$ cat src/rtl/pipe_ctrl.sv
// pipe_ctrl: valid bits, allowin/load handshakes, branch squash, exception flush
// and saturating retire/bubble counters for a five-stage pipeline.
module pipe_ctrl #(
  parameter int CNT_W = 32
) (
  input  logic             clk,
  input  logic             rst,
  input  logic             preif_ready_go,
  input  logic             if_ready_go,
  input  logic             id_ready_go,
  input  logic             exe_ready_go,
  input  logic             mem_ready_go,
  input  logic             wb_ready_go,
  input  logic             exe_br_taken,
  input  logic             wb_ex,
  input  logic             wb_is_ertn,
  output logic             if_valid,
  output logic             id_valid,
  output logic             exe_valid,
  output logic             mem_valid,
  output logic             wb_valid,
  output logic             if_allowin,
  output logic             id_allowin,
  output logic             exe_allowin,
  output logic             mem_allowin,
  output logic             wb_allowin,
  output logic             if_load,
  output logic             id_load,
  output logic             exe_load,
  output logic             mem_load,
  output logic             wb_load,
  output logic             flush,
  output logic             br_cancel,
  output logic [CNT_W-1:0] retire_cnt,
  output logic [CNT_W-1:0] bubble_cnt
);
  logic [4:0] valid_q, valid_d;
  logic [CNT_W-1:0] retire_q, retire_d, bubble_q, bubble_d;
  logic if_fire, id_fire, exe_fire, mem_fire, wb_fire, retire;
  always_comb begin
    wb_allowin  = !valid_q[4] | wb_ready_go;
    mem_allowin = !valid_q[3] | (mem_ready_go & wb_allowin);
    exe_allowin = !valid_q[2] | (exe_ready_go & mem_allowin);
    id_allowin  = !valid_q[1] | (id_ready_go & exe_allowin);
    if_allowin  = !valid_q[0] | (if_ready_go & id_allowin);
    if_fire  = valid_q[0] & if_ready_go & id_allowin;
    id_fire  = valid_q[1] & id_ready_go & exe_allowin;
    exe_fire = valid_q[2] & exe_ready_go & mem_allowin;
    mem_fire = valid_q[3] & mem_ready_go & wb_allowin;
    wb_fire  = valid_q[4] & wb_ready_go;
    flush     = !rst & valid_q[4] & (wb_ex | wb_is_ertn);
    br_cancel = !rst & exe_fire & exe_br_taken & !flush;
    if_load  = !rst & if_allowin & preif_ready_go & !flush & !br_cancel;
    id_load  = !rst & if_fire & !flush & !br_cancel;
    exe_load = !rst & id_fire & !flush & !br_cancel;
    mem_load = !rst & exe_fire & !flush;
    wb_load  = !rst & mem_fire & !flush;
    retire   = wb_fire & !wb_ex;
    // a taken branch leaves EXE for MEM, so only IF/ID need an explicit squash
    valid_d[0] = (flush | br_cancel) ? 1'b0 : if_allowin ? if_load : valid_q[0];
    valid_d[1] = (flush | br_cancel) ? 1'b0 : id_allowin ? id_load : valid_q[1];
    valid_d[2] = flush ? 1'b0 : exe_allowin ? exe_load : valid_q[2];
    valid_d[3] = flush ? 1'b0 : mem_allowin ? mem_load : valid_q[3];
    valid_d[4] = flush ? 1'b0 : wb_allowin ? wb_load : valid_q[4];
    retire_d = (retire & ~&retire_q) ? retire_q + CNT_W'(1) : retire_q;
    bubble_d = (!retire & ~&bubble_q) ? bubble_q + CNT_W'(1) : bubble_q;
  end
  always_ff @(posedge clk) begin
    if (rst) begin
      valid_q  <= '0;
      retire_q <= '0;
      bubble_q <= '0;
    end else begin
      valid_q  <= valid_d;
      retire_q <= retire_d;
      bubble_q <= bubble_d;
    end
  end
  assign if_valid   = valid_q[0];
  assign id_valid   = valid_q[1];
  assign exe_valid  = valid_q[2];
  assign mem_valid  = valid_q[3];
  assign wb_valid   = valid_q[4];
  assign retire_cnt = retire_q;
  assign bubble_cnt = bubble_q;
endmodule

$ cat config.mk
export PLATFORM = sky130hd
export DESIGN_NAME = pipe_ctrl
export DESIGN_NICKNAME = d
export VERILOG_FILES = /design/src/rtl/pipe_ctrl.sv
export SDC_FILE = /design/constraint.sdc
export NUM_CORES = 1
export LEC_CHECK = 0
export BUFFER_PORTS_ARGS = -buffer_cell sky130_fd_sc_hd__buf_4
export CORE_ASPECT_RATIO = 1.1
export CORE_MARGIN = 2
export CORE_UTILIZATION = 24
export CTS_CLUSTER_DIAMETER = 200
export DETAILED_ROUTE_END_ITERATION = 16
export HOLD_SLACK_MARGIN = 0.12
export PLACE_DENSITY = 0.41
export SETUP_SLACK_MARGIN = 0.2
export SYNTH_ARGS = -nofsm -noshare
export SYNTH_HDL_FRONTEND = slang
export SYNTH_SLANG_ARGS = --single-unit
export TNS_END_PERCENT = 1
$ cat constraint.sdc
create_clock -name clk -period 2.4 [get_ports clk]
set_clock_uncertainty 0.15 [all_clocks]
set_input_delay 0.48 -clock clk [delete_from_list [all_inputs] [get_ports clk]]
set_output_delay 0.48 -clock clk [all_outputs]
set_load 0.03 [all_outputs]
==> results.md <==
* Status: finished clean
* Worst-path maximum fanout at 4
* Layout cells sized above 1 at 0.368
* Vias at 3885
* First-pass GRT wire length at 19.0 mm
* Wire per inst at 14.7 µm
* CTS Buf Count at 9
* Final WL at 11.6 mm
* Synth cell types at 48
* Maximum clock rate at 438 MHz
* Ys flop type: dfxtp_1
* Syn nets at 456
* Pleak at 2.05 nW
* Largest net degree at the start of global routing at 50
* Syn Inst Count at 443
* Synth Area in XOR/XNOR at 0.0317
* Die H at 132 µm
* Area Growth Syn to Fin at 49.8%
* Compound-Gate Fraction of Synth Area at 0.174
* Setup-failing EPs final at 0
* Reg clk slew, reported paths at 0.05 ns
* Initial core utilization at 0.247
* Multiplexer area fraction after synthesis at 0.0282
* Clk Latency, worst-skew pair at 0.34 ns
* I/O Pins at 92
* Design Area, Final at 5390 µm²
* Startpoint Class: register
* Initial antenna violation count at 0
* Final-report hold violation count at 0
* TritonCTS clock tree: built
* Pwr Total at 2.50 mW
* Adder-Cell Fraction of Synth Area at 0.00696
* Pwr Density at 465 nW/µm²
* GRT Overall Usage at 0.149
* Post-synthesis sequential area ratio at 0.384
* Syn avg cell area at 8.11 µm²
* Drt drc at 0
* Rel. slew slack at 0.649
* # fillers at 1498
* Placed cell areas at 5050 µm²
* Period minus WS final at 2.29 ns
* CP required at 1.77 ns
* Vias/cell at 4.92
* CTS Hold Bufs at 0
* Clock sinks at 69
* DP HPWL at 8.69 mm
* Max Cap Viol at 0
* Warnings from Yosys at 0
* RSZ-0062 raised after global routing: true
* Gr ovfl total at 0
* Crit Path Class: register to output pin
* Core area at 14600 µm²
* Slew Viols, Final at 0
* Max clock buf depth at 2
* DRT iter0 DRCs at 296
* Seq cells post-synth at 69
* Worst Max-Slew Pin Slew at 0.526 ns
* EDFF count, synth at 0
* Hold WC Path Type: input port to register
* Peak VDD IR at 250 µV
* CTS HTree Levels at 3
* CP arrival at 1.66 ns
* Root Buffer: clkbuf_16
* Crit end category: output pin
* Number of I/O port buffers at 91
* GP Congestion at 0.787
* Vias in the first global route at 3718
* Die Wd at 121 µm
* First-pass DRT Iterations at 4
* Die area at 16000 µm²
* FFs w/ async S/R, synth at 0
* Synth Area in Simple Gates at 0.330
* Main combinational cell family by area after synthesis: simple AND/OR/NAND/NOR gates
* Ant. Diodes at 0
* Mapped cell area at 3590 µm²
* Nets at 607
* Tcrit/Tclk final at 0.952
* ANT nets after route at 0
* Final hold slack at 0.298 ns
* Cell Rows at 46
## repair_timing
item / CTS / global route
setup endpoints to repair: 25 / 61
cloned: 0 / 0
resized for setup: 1 / 5
pin swaps: 3 / 4
setup buffers: 4 / 3
## Yosys cell counts, types with 4 or more instances
master / instances / area (µm²)
xnor2_1: 6 / 52.6
or4_1: 21 / 158
nand3_1: 22 / 110
inv_1: 18 / 67.6
a21oi_1: 44 / 220
xor2_1: 7 / 61.3
nor3b_1: 4 / 30.0
or3_1: 16 / 100
o31ai_1: 18 / 135
o21ai_0: 17 / 85.1
nand4_1: 20 / 125
nand2_1: 32 / 120
mux2_2: 6 / 67.6
nor2_1: 39 / 146
and4_1: 8 / 70.1
nor2b_1: 11 / 68.8
nor4_1: 6 / 37.5
nor3_1: 6 / 30.0
clkbuf_1: 18 / 67.6
and3_1: 4 / 25.0
dfxtp_1: 69 / 1380
## final cells by class
class                           instances  area, µm²  area share
Timing Repair Buffer                  163       1260       0.233
Tap cell                              192        240      0.0446
Sequential cell                        69       1410       0.261
Multi-Input combinational cell        333       2160       0.400
Inverter                               18       67.6      0.0125
Clock inverter                          2       10.0     0.00186
Clock buffer                           13        250      0.0465
## critical path: stages (launching register included)
cell,delay (ns)
dfxtp_4,0.36
nor2b_4,0.13
o21ai_4,0.20
a21boi_4,0.11
o221ai_4,0.15
nor3b_4,0.21
buf_6,0.15
## final timing paths
check	from	end	slack (ns)	depth (start not counted)
min	preif_ready_go	valid_q[0]	0.30	3
max	valid_q[4]	if_load	0.11	6
min reg2reg	retire_cnt[27]	retire_cnt[27]	0.34	2
max reg2reg	bubble_cnt[26]	bubble_cnt[6]	0.18	6
## stage by stage
stage / setup TNS, ns / cells / util / setup WS, ns
final: 0 / 790 / 0.370 / 0.115
after global routing: 0 / 790 / 0.370 / 0.0482
after CTS: 0 / 787 / 0.367 / 0.0483
after detailed placement: -0.392 / 768 / 0.347 / -0.121
after global placement: -0.127 / 768 / 0.347 / -0.0724
after floorplan: 0 / 443 / - / 0.0719
## layer usage
layer | vias to the layer above | track usage | share of wire
met3 | 14 | 0.0333 | 0.049
met5 | - | 0 | 0
met1 | 1822 | 0.198 | 0.47
met4 | 0 | 0.0769 | 0.018
li1 | 1957 | - | -
met2 | 92 | 0.225 | 0.46
## report_power, final
| group | internal (mW) | total, mW | switching (mW) |
|---|---|---|---|
| Combinational | 0.0509 | 0.129 | 0.0782 |
| Sequential | 1.15 | 1.16 | 0.00756 |
| Clock | 0.719 | 1.21 | 0.496 |
## registers in the layout, summed over array words and instances, names as in the netlist
register	count
bubble_cnt	32
retire_cnt	32
valid_q	5
## logic make-up after synthesis
| family | Yosys count |
|---|---|
| AO/OA/AOI/OAI | 101 |
| XOR/XNOR | 13 |
| adder cells (fa/ha/maj) | 2 |
| buffers and inverters | 41 |
| flip-flops | 69 |
| multiplexers | 9 |
| AND/OR/NAND/NOR | 208 |
## placed cells by master, fill, tap and decap left out, types with 5 or more instances in the layout
| cell | count |
|---|---|
| o21ai_0 | 14 |
| a21oi_1 | 44 |
| or3_1 | 16 |
| and4_1 | 7 |
| xor2_1 | 7 |
| o31ai_1 | 18 |
| buf_4 | 159 |
| clkbuf_16 | 9 |
| mux2_2 | 6 |
| nand3_1 | 22 |
| nor4_1 | 5 |
| inv_1 | 18 |
| xnor2_1 | 6 |
| or4_1 | 21 |
| nand4_1 | 20 |
| dfxtp_2 | 16 |
| nor3_1 | 5 |
| nor2_1 | 39 |
| dfxtp_1 | 52 |
| nor2b_1 | 10 |
| nand2_1 | 32 |
Note: power is estimated with default switching activity, not from simulation.
